`src/rtl/ifq_pkg.sv`:
```
// Shared types and constants for the instruction fetch queue.
// Contents: the FSM state enum, PC step, word width and the FIFO entry struct.
package ifq_pkg;

    localparam int          INSTR_W = 32;
    localparam logic [31:0] PC_STEP = 32'd4;

    typedef enum logic [1:0] {
        IDLE,
        REQ,
        DROP
    } ifq_state_e;

    typedef struct packed {
        logic [INSTR_W-1:0] pc;
        logic [INSTR_W-1:0] instr;
    } ifq_entry_t;

endpackage

```
`src/rtl/ifq_fifo.sv`:
```
// Instruction/PC FIFO with synchronous flush. The head holds its last value when empty.
// Ports: clk, rst, flush, push, wr_entry, pop, head, empty, count_next.
module ifq_fifo
    import ifq_pkg::*;
#(
    parameter int DEPTH = 4,
    localparam int AW = $clog2(DEPTH),
    localparam int CW = AW + 1
) (
    input  logic          clk,
    input  logic          rst,
    input  logic          flush,
    input  logic          push,
    input  ifq_entry_t    wr_entry,
    input  logic          pop,
    output ifq_entry_t    head,
    output logic          empty,
    output logic [CW-1:0] count_next
);

    ifq_entry_t    mem [DEPTH];
    ifq_entry_t    hold_q;
    logic [AW-1:0] rd_ptr_q;
    logic [AW-1:0] wr_ptr_q;
    logic [CW-1:0] count_q;
    logic          full;
    logic          push_ok;
    logic          pop_ok;

    assign empty   = (count_q == '0);
    assign full    = (count_q == CW'(DEPTH));
    assign push_ok = push & ~flush & (~full | pop);
    assign pop_ok  = pop & ~flush & ~empty;

    always_comb begin
        count_next = count_q;
        if (flush) begin
            count_next = '0;
        end else begin
            count_next = count_q + CW'(push_ok) - CW'(pop_ok);
        end
    end

    // Keeps the head stable once the queue drains or is flushed.
    assign head = empty ? hold_q : mem[rd_ptr_q];

    always_ff @(posedge clk) begin
        if (push_ok) begin
            mem[wr_ptr_q] <= wr_entry;
        end
    end

    always_ff @(posedge clk or posedge rst) begin
        if (rst) begin
            rd_ptr_q <= '0;
            wr_ptr_q <= '0;
            count_q  <= '0;
            hold_q   <= '0;
        end else begin
            count_q <= count_next;
            if (!empty) begin
                hold_q <= mem[rd_ptr_q];
            end
            if (flush) begin
                rd_ptr_q <= '0;
                wr_ptr_q <= '0;
            end else begin
                if (push_ok) wr_ptr_q <= wr_ptr_q + 1'b1;
                if (pop_ok)  rd_ptr_q <= rd_ptr_q + 1'b1;
            end
        end
    end

endmodule

```
`src/rtl/instr_fetch_queue.sv`:
```
// Decoupled fetch stage: owns the fetch PC, issues one-at-a-time imem reads, queues words for the core.
// Ports: clk_i/rst_i, redirect_i/redirect_pc_i, imem_req/addr/ack/data, instr_valid/instr/instr_pc/ready;
// with IFQ_PERF_COUNTERS_EN defined also perf_fetch_cnt_o and perf_flush_cnt_o.
module instr_fetch_queue
    import ifq_pkg::*;
#(
    parameter int          DEPTH    = 4,
    parameter logic [31:0] RESET_PC = 32'h0000_0000
) (
    input  logic               clk_i,
    input  logic               rst_i,
    input  logic               redirect_i,
    input  logic [31:0]        redirect_pc_i,
    output logic               imem_req_o,
    output logic [31:0]        imem_addr_o,
    input  logic               imem_ack_i,
    input  logic [INSTR_W-1:0] imem_data_i,
    output logic               instr_valid_o,
    output logic [INSTR_W-1:0] instr_o,
    output logic [31:0]        instr_pc_o,
    input  logic               instr_ready_i
`ifdef IFQ_PERF_COUNTERS_EN
    ,
    output logic [31:0]        perf_fetch_cnt_o,
    output logic [31:0]        perf_flush_cnt_o
`endif
);

    localparam int CW = $clog2(DEPTH) + 1;

    ifq_state_e    state_q, state_d;
    logic [31:0]   fetch_pc_q, fetch_pc_d;
    logic [31:0]   drop_pc_q, drop_pc_d;
    logic          req_d;
    logic [31:0]   addr_d;
    logic          push;
    logic          pop;
    logic          empty;
    logic          inflight;
    logic          space;
    logic [CW-1:0] count_next;
    ifq_entry_t    wr_entry;
    ifq_entry_t    head;

    assign push = (state_q == REQ) & imem_req_o & imem_ack_i & ~redirect_i;
    assign pop  = ~empty & instr_ready_i & ~redirect_i;

    // A request still unacked after this cycle holds a reserved slot.
    assign inflight = imem_req_o & ~imem_ack_i;
    assign space    = ({1'b0, count_next} + (CW+1)'(inflight)) < (CW+1)'(DEPTH);

    assign wr_entry.pc    = imem_addr_o;
    assign wr_entry.instr = imem_data_i;

    ifq_fifo #(
        .DEPTH (DEPTH)
    ) u_fifo (
        .clk        (clk_i),
        .rst        (rst_i),
        .flush      (redirect_i),
        .push       (push),
        .wr_entry   (wr_entry),
        .pop        (pop),
        .head       (head),
        .empty      (empty),
        .count_next (count_next)
    );

    assign instr_valid_o = ~empty;
    assign instr_o       = head.instr;
    assign instr_pc_o    = head.pc;

    always_comb begin
        state_d    = state_q;
        fetch_pc_d = fetch_pc_q;
        drop_pc_d  = drop_pc_q;
        req_d      = imem_req_o;
        addr_d     = imem_addr_o;
        unique case (state_q)
            IDLE: begin
                // A redirect empties the queue, so the target can go out at once.
                if (redirect_i) begin
                    fetch_pc_d = redirect_pc_i;
                    state_d    = REQ;
                    req_d      = 1'b1;
                    addr_d     = redirect_pc_i;
                end else if (space) begin
                    state_d = REQ;
                    req_d   = 1'b1;
                    addr_d  = fetch_pc_q;
                end
            end
            REQ: begin
                if (imem_ack_i) begin
                    if (redirect_i) begin
                        state_d    = IDLE;
                        req_d      = 1'b0;
                        fetch_pc_d = redirect_pc_i;
                    end else begin
                        fetch_pc_d = imem_addr_o + PC_STEP;
                        if (space) begin
                            addr_d = imem_addr_o + PC_STEP;
                        end else begin
                            state_d = IDLE;
                            req_d   = 1'b0;
                        end
                    end
                end else if (redirect_i) begin
                    state_d   = DROP;
                    drop_pc_d = redirect_pc_i;
                end
            end
            DROP: begin
                // Stale request must complete before fetching the target.
                if (imem_ack_i) begin
                    state_d    = IDLE;
                    req_d      = 1'b0;
                    fetch_pc_d = redirect_i ? redirect_pc_i
                                            : drop_pc_q;
                end else if (redirect_i) begin
                    drop_pc_d = redirect_pc_i;
                end
            end
            default: begin
                state_d = IDLE;
                req_d   = 1'b0;
            end
        endcase
    end

    always_ff @(posedge clk_i or posedge rst_i) begin
        if (rst_i) begin
            state_q     <= IDLE;
            fetch_pc_q  <= RESET_PC;
            drop_pc_q   <= RESET_PC;
            imem_req_o  <= 1'b0;
            imem_addr_o <= RESET_PC;
        end else begin
            state_q     <= state_d;
            fetch_pc_q  <= fetch_pc_d;
            drop_pc_q   <= drop_pc_d;
            imem_req_o  <= req_d;
            imem_addr_o <= addr_d;
        end
    end

`ifdef IFQ_PERF_COUNTERS_EN
    always_ff @(posedge clk_i or posedge rst_i) begin
        if (rst_i) begin
            perf_fetch_cnt_o <= '0;
            perf_flush_cnt_o <= '0;
        end else begin
            if (push)       perf_fetch_cnt_o <= perf_fetch_cnt_o + 32'd1;
            if (redirect_i) perf_flush_cnt_o <= perf_flush_cnt_o + 32'd1;
        end
    end
`endif

endmodule

```
`config.mk`:
```
export PLATFORM = sky130hd
export DESIGN_NAME = instr_fetch_queue
export DESIGN_NICKNAME = d
export VERILOG_FILES = /design/src/rtl/ifq_pkg.sv /design/src/rtl/ifq_fifo.sv /design/src/rtl/instr_fetch_queue.sv
export SDC_FILE = /design/constraint.sdc
export NUM_CORES = 1
export LEC_CHECK = 0
export BUFFER_PORTS_ARGS = -buffer_cell sky130_fd_sc_hd__buf_2
export CORE_MARGIN = 2
export CORE_UTILIZATION = 40
export DETAILED_ROUTE_END_ITERATION = 6
export HOLD_SLACK_MARGIN = 0.05
export MAX_ROUTING_LAYER = met4
export PLACE_DENSITY = 0.68
export SLEW_MARGIN = 5
export SYNTH_ARGS = -nofsm -noshare
export SYNTH_HDL_FRONTEND = slang
export SYNTH_SLANG_ARGS = --single-unit
```
`constraint.sdc`:
```
create_clock -name clk_i -period 9.35 [get_ports clk_i]
set_clock_uncertainty 0.05 [all_clocks]
set_input_delay 2.3375 -clock clk_i [delete_from_list [all_inputs] [get_ports clk_i]]
set_output_delay 2.3375 -clock clk_i [all_outputs]
set_load 0.005 [all_outputs]
```
### Word-level counts from Yosys, hierarchy flattened

Memory sizes are Yosys's and may differ from the RTL's.
Index checks and enable logic that the tools add are counted.
W data, S select, Z words.

* bits in writable memories: 256
* memories: 1
* word-level logic and storage cells: 91
* bits of input ports: 69
* register bits after elaboration: 170

Memory list
* u_fifo.mem: depth 4, bits a word 64, read ports 1, clocked after Yosys merged registers in 0, wr ports 1, RTL line ifq_fifo.sv:21 `ifq_entry_t mem [DEPTH];`

* reduce and logical (&&, ||, !) cells: 12
* eq/ne operators: 11
* bitwise gates (word level): 15
* $add $sub $neg: 6
* multiplexer cells: 35
* order comparisons: 1

Operator list (count)
* $mux W32: 10
* $pmux W32 S3: 1
* $mux W64: 1
* $pmux W32 S2: 1
* $add A32 B3 Y32 const B: 1
* $mux W2: 11
* $reduce_and A4 Y1: 3
* $and A1 B1 Y1: 10
* $ne A2 B2 Y1 const B: 5
* $ne A3 B3 Y1 const B: 3
* $mux W1: 8
* $pmux W2 S3: 1
* $reduce_bool A2 Y1: 3
* $reduce_and A5 Y1: 1
* $add A2 B1 Y2 const B: 2
* $add A3 B1 Y4: 1
* $lt A4 B3 Y1 const B: 1
* $not A1 Y1: 4
* $add A3 B1 Y3: 1
* $eq A3 B3 Y1 const B: 1
* $logic_not A3 Y1: 1
* $mux W3: 1
* $pmux W1 S3: 1
* $reduce_bool A3 Y1: 1
* other kinds (7): 7

### Depth between registers and ports, before layout

* depth after elaboration: 15
* gate-level depth with buffers: 15

### Cells and area by module

Synthesis repeated with hierarchy kept, for this count alone.

* cells, all modules: 1214
* area total of the unflattened synthesis: 18300.1 µm²

Modules (own cells, without submodules)
* ifq_fifo: area each 12041.5 µm², cells an instance 517, instances 1
* instr_fetch_queue: area each 6258.5 µm², cells an instance 697, instances 1

### Least setup slack after synthesis

No wires, ideal clock.

* path kind: input to register
* from: input redirect_i
* to: register imem_addr_o[31]
* cell stages on the path: 14
* slack: 3.941 ns
* arrival: 5.235 ns
* library setup time: 0.124 ns
* path buffers: 4
* cells stage by stage: buf_2 buf_2 buf_1 nor2_1 ha_1 inv_1 ha_1 fa_1 xor3_1 o22a_1 o211ai_1 buf_2 nor3_1 a211o_1

* cells in the longest elaborated chain, start to end: 11
* elaborated cells between the ends (all ways): 19

RTL lines
* start, declared: RTL line instr_fetch_queue.sv:12 `input logic redirect_i,`
* $not A1 Y1
* $and A1 B1 Y1, on equally long branches: RTL line instr_fetch_queue.sv:45, instr_fetch_queue.sv:46
* $and A1 B1 Y1 or $or A1 B1 Y1 (tied branches): RTL line ifq_fifo.sv:32 `assign push_ok = push & ~flush & (~full | pop);`
* $and A1 B1 Y1: RTL line ifq_fifo.sv:32
* $add A3 B1 Y3: RTL line ifq_fifo.sv:40 `count_next = count_q + CW'(push_ok) - CW'(pop_ok);`
* $sub A3 B1 Y3: RTL line ifq_fifo.sv:40
* $mux W3: RTL line ifq_fifo.sv:37 `if (flush) begin`
* $add A3 B1 Y4: RTL line instr_fetch_queue.sv:50 `assign space = ({1'b0, count_next} + (CW+1)'(inflight)) < (CW+1)'(DEPTH);`
* $lt A4 B3 Y1: RTL line instr_fetch_queue.sv:50
* $ne A3 B3 Y1 (no source line) or $ne A2 B2 Y1 (tied branches)
* $reduce_and A5 Y1 (no source line)
* end signal, assigned: RTL line instr_fetch_queue.sv:143 `imem_addr_o <= addr_d;`
* end, declared: RTL line instr_fetch_queue.sv:15 `output logic [31:0] imem_addr_o,`

Parallel ways exist; a longest one is shown, timed or not.
A chain may end at the register's enable or synchronous reset.

### Final worst setup path

* from: input redirect_i
* to: register imem_addr_o[9]

Same word-level chain as after synthesis.

==> results.cfg <==
[setup_path]
r2r_end = imem_addr_o[9]
crit_path_end_kind = flop
crit_fanout = 59
crit_end = imem_addr_o[9]
crit_start = redirect_i
reg2reg_from = state_q[1]
reg2reg_depth = 12
path_class = input pin to flop
reg2reg_slack_ps = 4260
cp.arrival_ps = 6350
required_ps = 9750
start_kind = input pin

[synthesis]
seq_area_frac_synth = 0.665
avgSynthCellArea_um2 = 15.7
synthFlopType = edfxtp_1
ys_async_sr_fraction = 0.399
synthCells = 1143
synth_edf_count = 256
syn-cell-area_um2 = 18000
synth_seq_cells = 426
syn-num-nets = 1223
yosys_warnings = 0
yosysUniqueCellTypes = 60

[job]
maxCapViolations = 0

[layout]
final_nets = 1371
drive_gt1_frac = 0.337
final_cell_mix = edfxtp_1 (256), dfrtp_1 (168), buf_2 (166)
area_growth_pct = 16.4
layout_commonest_cell = edfxtp_1

[clock_tree]
htreeDepth = 2
clk_pin_slew_ps = 60
clock_sinks = 426
clk-insertion-delay-late_ps = 570
root_buffer = clkbuf_16
post_cts_buffers = 0
ctsHoldBuffers = 0
cts_resized = 0
cts_buffers = 45
clk_path_buf_depth = 3
cts_tree = done

[status]
run_status = finished clean

[place]
gp_congestion = 0.873
hpwl_um = 25900
io_buffer_count = 166

[routing]
routed_wl_um = 42600
drt_iter0_drc = 940
postRouteAntennaNets = 0
drc_errors = 0
avgRoutedWirePerCell_um = 22.2
dr.pass1.iters = 5
via_per_inst = 5.59
vias = 10745

[grt]
overflow = 0
grt_pass1_wl_um = 65800
antenna_found_initial = 4
grtUsageTotal = 0.189
grt_pass1_vias = 10845
grt_max_degree = 122

[worst_hold_path]
hold-path-cell-count = 2
hp-class = flop to flop

[pwr]
p_leak_uw = 0.00751
power_density_nw_per_um2 = 342
switchingPower_uw = 2390
irDropWorstVdd_uv = 145
internal_power_uw = 4760
clock_power_share = 0.261
seq_power_share = 0.404
combPwrFrac = 0.335
swShare = 0.334

[sta]
finalSetupViolCount = 0
hold_viol_final = 0
finalCritPeriodShare = 0.636
rsz0062_at_grt = false
whs_ps = 437
tightestPinTransition_ps = 1090
maxSlewHeadroom = 0.270
tns_ps = 0
fmax_ghz = 0.168
post-route-min-period_ps = 5950
slew_violations = 0

[floorplanning]
die_area_um2 = 46600
core-area_um2 = 44300
die_y_um = 216
ios = 167
num_rows = 77
dieWidth_um = 216
initial_core_util = 0.405
-- metrics by stage --
| stage | cell area, um^2 | setup WS (ps) | total power, uW | utilization | std cells |
|---|---|---|---|---|---|
| final | 20900 | 3400 | 7150 | 0.472 | 1922 |
| after global routing | 20900 | 3120 | 7560 | 0.472 | 1922 |
| after CTS | 20900 | 3500 | 7220 | 0.472 | 1920 |
| after detailed placement | 19300 | 2890 | 5330 | 0.437 | 1836 |
| after global placement | 19300 | 3020 | 5250 | 0.437 | 1836 |
| after floorplan | 18000 | 2360 | 4440 | - | 1143 |
-- routing by layer --
layer,track usage,up-vias,wire length [um]
met2,0.300,353,20600
met1,0.250,5553,18600
li1,-,4781,-
met5,-,-,0
met4,0.0427,0,655
met3,0.0402,58,2750
-- power by group through the flow --
stage / Combinational, uW / Sequential, uW / Clock [uW]
floorplan: 1720 / 2730 / 0
global placement: 2350 / 2900 / 0
detailed placement: 2400 / 2920 / 0
CTS: 2420 / 2890 / 1910
global route: 2630 / 2950 / 1990
finish: 2400 / 2890 / 1870
-- cell families after synthesis --
logic type / Yosys count / synth area share
DFF: 426 / 0.665
AOI/OAI and AO/OA: 211 / 0.0795
and+or+nand+nor: 191 / 0.0568
muxes: 189 / 0.158
buffers and inverters: 93 / 0.0216
xor gates and xnor gates: 22 / 0.0116
adders and majority gates: 11 / 0.00808
-- area by class of cell --
| class | count | area (um^2) |
|---|---|---|
| fill | 3851 | 23400 |
| sequential | 426 | 11900 |
| multi-input combinational | 624 | 5660 |
| clock buffer | 64 | 1310 |
| timing repair buffer | 180 | 936 |
| tap | 592 | 741 |
| clock inverter | 20 | 251 |
| inverter | 14 | 60.1 |
| antenna | 2 | 5.00 |
-- worst max-delay path, stage by stage --
cell	delay, ps
buf_2	100
buf_4	310
nand2b_1	410
nor4_2	730
ha_1	290
fa_1	440
nand4b_1	140
o22a_1	230
o211a_1	900
nand2_1	130
a22o_1	280
-- registers in the layout, indices dropped and copies added, names as in the netlist --
signal / count
u_fifo.wr_ptr_q: 2
state_q: 2
fetch_pc_q: 32
imem_req_o: 1
imem_addr_o: 32
u_fifo.count_q: 3
u_fifo.mem: 256
u_fifo.rd_ptr_q: 2
drop_pc_q: 32
u_fifo.hold_q: 64
-- worst min path at each step --
| stage | slack, ps | to | start |
|---|---|---|---|
| floorplan | 400 | fetch_pc_q[1] | fetch_pc_q[1] |
| global placement | 410 | fetch_pc_q[3] | fetch_pc_q[3] |
| detailed placement | 430 | fetch_pc_q[1] | fetch_pc_q[1] |
| CTS | 440 | fetch_pc_q[1] | fetch_pc_q[1] |
| global route | 450 | u_fifo.hold_q[41] | u_fifo.hold_q[41] |
| finish | 440 | fetch_pc_q[1] | fetch_pc_q[1] |
-- synth_stat cells, types with 9 or more instances --
cell type	number	area share
xor2_1	12	0.0058
a22oi_1	9	0.0038
a22o_1	9	0.0044
nor4_1	9	0.0031
ha_1	10	0.0070
buf_2	25	0.0070
o22ai_1	20	0.0070
inv_1	14	0.0029
or3_1	15	0.0052
nand4_1	16	0.0056
o21ai_0	39	0.011
xnor2_1	9	0.0044
mux2i_1	10	0.0056
buf_1	11	0.0023
nor2_1	32	0.0067
a2bb2oi_1	12	0.0058
nand2b_1	10	0.0035
edfxtp_1	256	0.43
nand3_1	15	0.0042
a221oi_1	23	0.011
mux4_2	64	0.080
nand2_1	49	0.010
and2_1	11	0.0038
mux2_2	115	0.072
dfrtp_1	170	0.24
nor2b_1	12	0.0042
a21oi_1	47	0.013
clkbuf_1	41	0.0086
Power figures use the tool's default switching activity.
